File: config.mk
export PLATFORM = sky130hd
export DESIGN_NAME = dmem_arbiter
export DESIGN_NICKNAME = d
export VERILOG_FILES = /design/src/rtl/dmem_arbiter.sv
export SDC_FILE = /design/constraint.sdc
export NUM_CORES = 1
export LEC_CHECK = 0
export ABC_AREA = 0
export CORE_MARGIN = 8
export CORE_UTILIZATION = 39
export CTS_BUF_LIST = sky130_fd_sc_hd__clkbuf_16
export DETAILED_ROUTE_END_ITERATION = 16
export GPL_TIMING_DRIVEN = 1
export PLACE_DENSITY = 0.9
export SKIP_LAST_GASP = 1
export SYNTH_ARGS = -nofsm -noshare
export SYNTH_HDL_FRONTEND = slang
export SYNTH_SLANG_ARGS = --single-unit
File: constraint.sdc
create_clock -name clk -period 3.9 [get_ports clk]
set_input_delay 0.39 -clock clk [delete_from_list [all_inputs] [get_ports clk]]
set_output_delay 0.39 -clock clk [all_outputs]
set_load 0.01 [all_outputs]
File: src/rtl/dmem_arbiter.sv
// dmem_arbiter: shares the single-port data memory between the CPU MEM stage
// and a DMA/debug port.
// - Arbitration is per cycle. When both sides request in the same cycle, the
//   one that was not granted last wins (round-robin).
// - A DMA request starts a locked burst of dma_req_len+1 words. The address
//   auto-increments from the sampled base.
// Ports:
//   clk, rst            clock, synchronous active-high reset
//   cpu_req_* / cpu_rsp_*   CPU valid/ready request, one-cycle read response
//   dma_req_* / dma_rsp_*   DMA beat valid/ready, one-cycle read response
//   dma_done            pulses the cycle after the final burst beat
//   mem_*               data_mem drive (combinational) and its combinational
//                       read data
module dmem_arbiter #(
  parameter int BURST_LEN_W = 4
) (
  input  logic                   clk,
  input  logic                   rst,
  input  logic                   cpu_req_valid,
  output logic                   cpu_req_ready,
  input  logic                   cpu_req_we,
  input  logic [31:0]            cpu_req_addr,
  input  logic [31:0]            cpu_req_wdata,
  output logic                   cpu_rsp_valid,
  output logic [31:0]            cpu_rsp_rdata,
  input  logic                   dma_req_valid,
  output logic                   dma_req_ready,
  input  logic                   dma_req_we,
  input  logic [31:0]            dma_req_addr,
  input  logic [BURST_LEN_W-1:0] dma_req_len,
  input  logic [31:0]            dma_req_wdata,
  output logic                   dma_rsp_valid,
  output logic [31:0]            dma_rsp_rdata,
  output logic                   dma_done,
  output logic                   mem_read_en,
  output logic                   mem_write_en,
  output logic [31:0]            mem_addr,
  output logic [31:0]            mem_wdata,
  input  logic [31:0]            mem_rdata
);

  typedef enum logic {IDLE, DMA_BURST} state_t;

  state_t                 state_q, state_d;
  logic                   last_dma_q;     // 1: DMA held the most recent grant
  logic [31:0]            burst_addr_q;   // address of the next burst beat
  logic                   burst_we_q;
  logic [BURST_LEN_W-1:0] remain_q;       // beats left after the first one
  logic                   cpu_rsp_valid_q, dma_rsp_valid_q, dma_done_q;
  logic [31:0]            cpu_rsp_rdata_q, dma_rsp_rdata_q;

  logic        grant_cpu, grant_dma, acc_we;
  logic [31:0] acc_addr;

  // State register
  always_ff @(posedge clk) begin
    if (rst) state_q <= IDLE;
    else     state_q <= state_d;
  end

  // Next-state logic
  always_comb begin
    state_d = state_q;
    case (state_q)
      IDLE:      if (grant_dma && dma_req_len != '0) state_d = DMA_BURST;
      DMA_BURST: if (grant_dma && remain_q == BURST_LEN_W'(1)) state_d = IDLE;
      default:   state_d = IDLE;
    endcase
  end

  // Output logic: grants, readies and the memory drive
  always_comb begin
    grant_cpu = 1'b0;
    grant_dma = 1'b0;
    acc_addr  = '0;
    acc_we    = 1'b0;
    mem_wdata = '0;
    if (!rst) begin
      if (state_q == DMA_BURST) begin
        // Burst is locked: the beat address and direction come from the
        // burst registers. The live DMA addr, we and len inputs are ignored.
        grant_dma = dma_req_valid;
      end else begin
        grant_cpu = cpu_req_valid && (!dma_req_valid || last_dma_q);
        grant_dma = dma_req_valid && !grant_cpu;
      end
    end
    if (grant_cpu) begin
      acc_addr  = cpu_req_addr;
      acc_we    = cpu_req_we;
      mem_wdata = cpu_req_wdata;
    end else if (grant_dma) begin
      acc_addr  = (state_q == DMA_BURST) ? burst_addr_q : dma_req_addr;
      acc_we    = (state_q == DMA_BURST) ? burst_we_q   : dma_req_we;
      mem_wdata = dma_req_wdata;
    end
    cpu_req_ready = grant_cpu;
    dma_req_ready = grant_dma;
    mem_read_en   = (grant_cpu || grant_dma) && !acc_we;
    mem_write_en  = (grant_cpu || grant_dma) &&  acc_we;
    mem_addr      = acc_addr & 32'hFFFF_FFFC;
  end

  // Burst bookkeeping and response registers
  always_ff @(posedge clk) begin
    if (rst) begin
      last_dma_q      <= 1'b1;
      burst_addr_q    <= '0;
      burst_we_q      <= 1'b0;
      remain_q        <= '0;
      cpu_rsp_valid_q <= 1'b0;
      dma_rsp_valid_q <= 1'b0;
      dma_done_q      <= 1'b0;
      cpu_rsp_rdata_q <= '0;
      dma_rsp_rdata_q <= '0;
    end else begin
      cpu_rsp_valid_q <= grant_cpu && !acc_we;
      dma_rsp_valid_q <= grant_dma && !acc_we;
      dma_done_q      <= 1'b0;
      if (grant_cpu) begin
        last_dma_q <= 1'b0;
        if (!acc_we) cpu_rsp_rdata_q <= mem_rdata;
      end
      if (grant_dma) begin
        last_dma_q <= 1'b1;
        if (!acc_we) dma_rsp_rdata_q <= mem_rdata;
        // The next beat follows the word just accessed. This holds for the
        // first beat too, because mem_addr is the aligned base.
        burst_addr_q <= mem_addr + 32'd4;
        if (state_q == IDLE) begin
          burst_we_q <= dma_req_we;
          remain_q   <= dma_req_len;
          dma_done_q <= (dma_req_len == '0);
        end else begin
          remain_q   <= remain_q - BURST_LEN_W'(1);
          dma_done_q <= (remain_q == BURST_LEN_W'(1));
        end
      end
    end
  end

  assign cpu_rsp_valid = cpu_rsp_valid_q;
  assign cpu_rsp_rdata = cpu_rsp_rdata_q;
  assign dma_rsp_valid = dma_rsp_valid_q;
  assign dma_rsp_rdata = dma_rsp_rdata_q;
  assign dma_done      = dma_done_q;

endmodule

# After elaboration in Yosys (flattened, before gate mapping)
# Cells that the tools add are included.
# op_classes
mul	0
n_mux	17
n_bitwise	3
n_eq_ne	1
n_reduce_logical	19
n_lt_le_gt_ge	0
div_mod_pow	0
shifts	0
n_addsub	2
# ops
op	n
$mux 32	5
$add 32x3->32 const B	1
$mux 1	10
$logic_and 1x1->1	8
$eq 4x1->1 const B	1
$logic_not 4->1	1
$mux 4	1
$reduce_and 2->1	2
$reduce_bool 4->1	1
$reduce_or 2->1	2
$sub 4x1->4 const B	1
$logic_not 1->1	3
$not 1->1	3
$logic_or 1x1->1	2
$pmux 1 s2	1
# totals
latch_bits	0
elab_cells	52
output_inout_bits	135
n_memories	0
rom_bits	0
ramBits	0
register_bits	106
input_bits	170

# Depth between registers and ports, before layout
# depth
word_depth	11
depth_mapped	13
depth_no_buf	9

# Least setup slack after synthesis
# No wires, ideal clock.
# synth_path
path_type	input port to flip-flop
startpoint	input rst
endpoint	register burst_addr_q[30]
stages	13
setup_time_ns	0.087
n_path_buf	4
arrival_time_ns	3.481
slack_ns	0.332
cell_sequence	buf_2 -> nor2b_1 -> buf_2 -> nand2_1 -> clkbuf_1 -> clkbuf_1 -> o21ai_0 -> ha_1 -> a21boi_1 -> nand4_2 -> or4_1 -> o31a_1 -> o31ai_1
# synth_via
elab_chain_cells	4
elab_cells_between_ends	5
classes_between	1 x add/sub; 4 x mux
# synth_lines
element	line_no	text
start: declaration	18	input logic rst,
$mux 1	78	if (!rst) begin
$mux 32	92	end else if (grant_dma) begin
$mux 32 *	88	if (grant_cpu) begin
via mem_addr[2]	37	output logic [31:0] mem_addr,
$add 32x3->32 *	129	burst_addr_q <= mem_addr + 32'd4;
end signal: assignment	129	
end: declaration	46	logic [31:0] burst_addr_q;
# The timed path passes the listed nets; every way through them passes the cells marked *.
# A chain may end at the register's enable or synchronous reset.

# Final worst setup path
# layout_path
startpoint	input cpu_req_valid
endpoint	output mem_addr[26]
# layout_via
elab_chain_cells	7
elab_cells_between_ends	9
classes_between	6 x mux; 3 x reduce/logical
# layout_lines
element	line_no	text
start: declaration	19	input logic cpu_req_valid,
$logic_and 1x1->1 *	84	grant_cpu = cpu_req_valid && (!dma_req_valid || last_dma_q);
$logic_not 1->1	85	grant_dma = dma_req_valid && !grant_cpu;
$logic_and 1x1->1	85	
$mux 1	79	if (state_q == DMA_BURST) begin
$mux 1	78	
$mux 32	92	
$mux 32 *	88	
end: declaration	37	
# Mark *: on every way between the ends. The rest lies on a longest branch, timed or not.

==> impl_metrics.toml <==
[run_status]
status = "finished clean"

[timing]
post-route-period-util = 0.831
clock-skew-final_ns = 0.00854
hold_violations = 0
drv_slew = 0
setup-tns-final_ns = 0
whs_ns = 0.354
fmax_mhz = 309
finalSetupViolCount = 0
worst_slew_pin_slew_ns = 0.668
relSlewSlack = 0.555
rsz0062_at_grt = "no"
period_minus_slack_ns = 3.24

[drt]
dr.pass1.iters = 5
wire_per_inst_um = 19.7
wirelength_um = 23200
ant_nets = 0
drtIter0Drc = 433
drc = 0
routed-via-count = 6414
via_per_inst = 5.45

[grt]
grt-ovfl-total = 0
grt_pass1_wl_um = 34700
grt_max_degree = 66
first_global_vias = 6054
antenna_found_initial = 1
grt_usage = 0.241

[place]
portBuffers = 298
gp_congestion = 0.947
dp_hpwl_um = 17600

[clocking]
holdBufCountCts = 0
insertion_delay_ns = 0.35
numCtsBuffers = 9
path_clk_slew_ns = 0.08
postCtsSetupBuffers = 0
cts-htree-levels = 3
cts_sinks = 104
clock_path_buffers = 2
cts_root_buffer = "clkbuf_16"
cts_tree = "built"
cts_resized = 0

[die]
die_y_um = 135
die_area_um2 = 18200
std_cell_rows = 43
boundaryPins = 305
core_um2 = 13800
fp.dieW_um = 135
start_util = 0.398

[logic_synthesis]
async_reset_ff_frac = 0
yosysWarnings = 0
postSynthAreaPerCell_um2 = 7.71
synth-seq-cells = 104
synth_cell_types = 57
synthCells = 714
synth_top_area_frac = 0.378
synth.largest_area_cell = "dfxtp_1"
synth_edf_count = 0
synth_area_um2 = 5500
synth_seq_area_share = 0.378
ys.flop_type = "dfxtp_1"
synth_area_leaders = "dfxtp_1 (38%), nand2_1 (11%), a22o_1 (5.3%), o21ai_0 (5.0%), a21oi_1 (4.9%)"

[pwr]
clkPwrFrac = 0.317
ir_drop_mv = 0.303
power_frac_comb = 0.280
sequentialPowerShare = 0.403
p_int_mw = 2.02
p_leak_nw = 3.21
power.share.switching = 0.302
p_switching_mw = 0.873
powerDensity_nw_per_um2 = 322

[final_layout]
finalNetCount = 1164
areaGrowthSynthToFinish_pct = 62.8
filler_cell_count = 1163
layout_commonest_cell = "clkdlybuf4s50_1"
layout_common_cells = "clkdlybuf4s50_1 (297), nand2_1 (166), dfxtp_1 (103), o21ai_0 (55), a21oi_1 (54)"
final_util = 0.648
post_route_cells_drive_above_1_share = 0.0582

[worst_hold_path]
hold_depth = 2
min_path_type = "in2reg"

[critical_path]
required_ns = 3.51
path_class = "in2out"
worst_ep_arrival_time_ns = 2.85
cp-end-kind = "output port"
worst-path-max-fanout = 20
reg2reg_depth = 8
cp-start-kind = "input port"

[flow_run]
max_cap_viol_count = 0
## registers in the layout, indices dropped and copies added (netlist names)
name / count
burst_addr_q: 30
cpu_rsp_valid: 1
remain_q: 4
last_dma_q: 1
dma_done: 1
dma_rsp_rdata: 32
burst_we_q: 1
dma_rsp_valid: 1
cpu_rsp_rdata: 32
state_q: 1
## worst paths after layout
path | slack (ns) | endpoint | startpoint
min | 0.35 | burst_addr_q[12] | rst
min reg2reg | 0.45 | dma_rsp_rdata[21] | dma_rsp_rdata[21]
max | 0.66 | mem_addr[26] | cpu_req_valid
max reg2reg | 0.93 | burst_addr_q[29] | state_q
## layer usage
| layer | global-route usage | share of wire | up-vias |
|---|---|---|---|
| met4 | 0.0767 | 0.023 | 0 |
| met3 | 0.100 | 0.12 | 38 |
| met2 | 0.409 | 0.48 | 325 |
| li1 | - | - | 3060 |
| met5 | 0 | 0 | - |
| met1 | 0.267 | 0.38 | 2991 |
## area by class of cell
| cell class | instances | area [µm²] | share of cell area |
|---|---|---|---|
| multi-input combinational | 540 | 3140 | 0.350 |
| sequential | 104 | 2080 | 0.232 |
| antenna | 1 | 2.50 | 0.000279 |
| clock buffer | 9 | 225 | 0.0251 |
| clock inverter | 7 | 70.1 | 0.00782 |
| timing repair buffer | 320 | 3160 | 0.352 |
| tap | 180 | 225 | 0.0251 |
| inverter | 16 | 60.1 | 0.00670 |
## per-stage QoR
step	instance area (µm²)	power [mW]	setup slack, ns	cells
2_1_floorplan	5510	1.53	0.332	715
3_3_place_gp	8660	1.98	0.490	1160
3_5_place_dp	8660	1.99	0.422	1160
4_1_cts	8960	2.91	0.694	1176
5_1_grt	8960	3.01	0.500	1177
6_report	8960	2.89	0.660	1177
## synthesized netlist by cell type (2+ instances only)
master and instances:
buf_1 8, inv_1 14, clkbuf_1 36, mux2_2 10, nor2_1 27, ha_1 3
clkinv_1 2, o21ai_1 2, nor4_1 5, buf_2 6, a22o_1 33, a2bb2oi_1 3
nand3b_1 7, xor2_1 3, nand3_1 43, o31a_1 5, a21o_1 5, a31oi_1 2
nor4b_1 4, nand4_1 9, dfxtp_1 104, xnor2_1 21, buf_4 5, a22oi_1 4
o22ai_1 3, a21oi_1 54, nor2b_1 3, nor3b_1 3, o21ai_0 55, mux2i_1 24
nor3_1 8, nand2b_1 3, a211o_1 5, nand2_1 166, o2bb2ai_1 6, and3_1 2
## kinds of logic after synthesis
group | after synthesis | share of synthesized area
other cells | 1 | 0.000681
flops | 104 | 0.378
fa+ha+maj | 3 | 0.00682
compound gates | 189 | 0.223
buf+inv | 71 | 0.0532
mux | 34 | 0.0641
xor+xnor | 24 | 0.0382
simple gates | 288 | 0.236
## power groups by stage
stage | combinational (mW) | sequential [mW] | clock [mW]
after floorplan | 0.328 | 1.20 | 0
after global placement | 0.798 | 1.18 | 0
after detailed placement | 0.804 | 1.19 | 0
after CTS | 0.811 | 1.16 | 0.935
after global routing | 0.861 | 1.17 | 0.973
final | 0.811 | 1.16 | 0.916
## critical path: stages
cell and delay [ns]:
clkdlybuf4s50_1 0.51, nor3b_2 0.21, nand2_1 0.14, inv_1 0.43, buf_12 0.23, o2bb2ai_1 0.28, clkdlybuf4s50_1 0.65
Power figures use the tool's default switching activity.
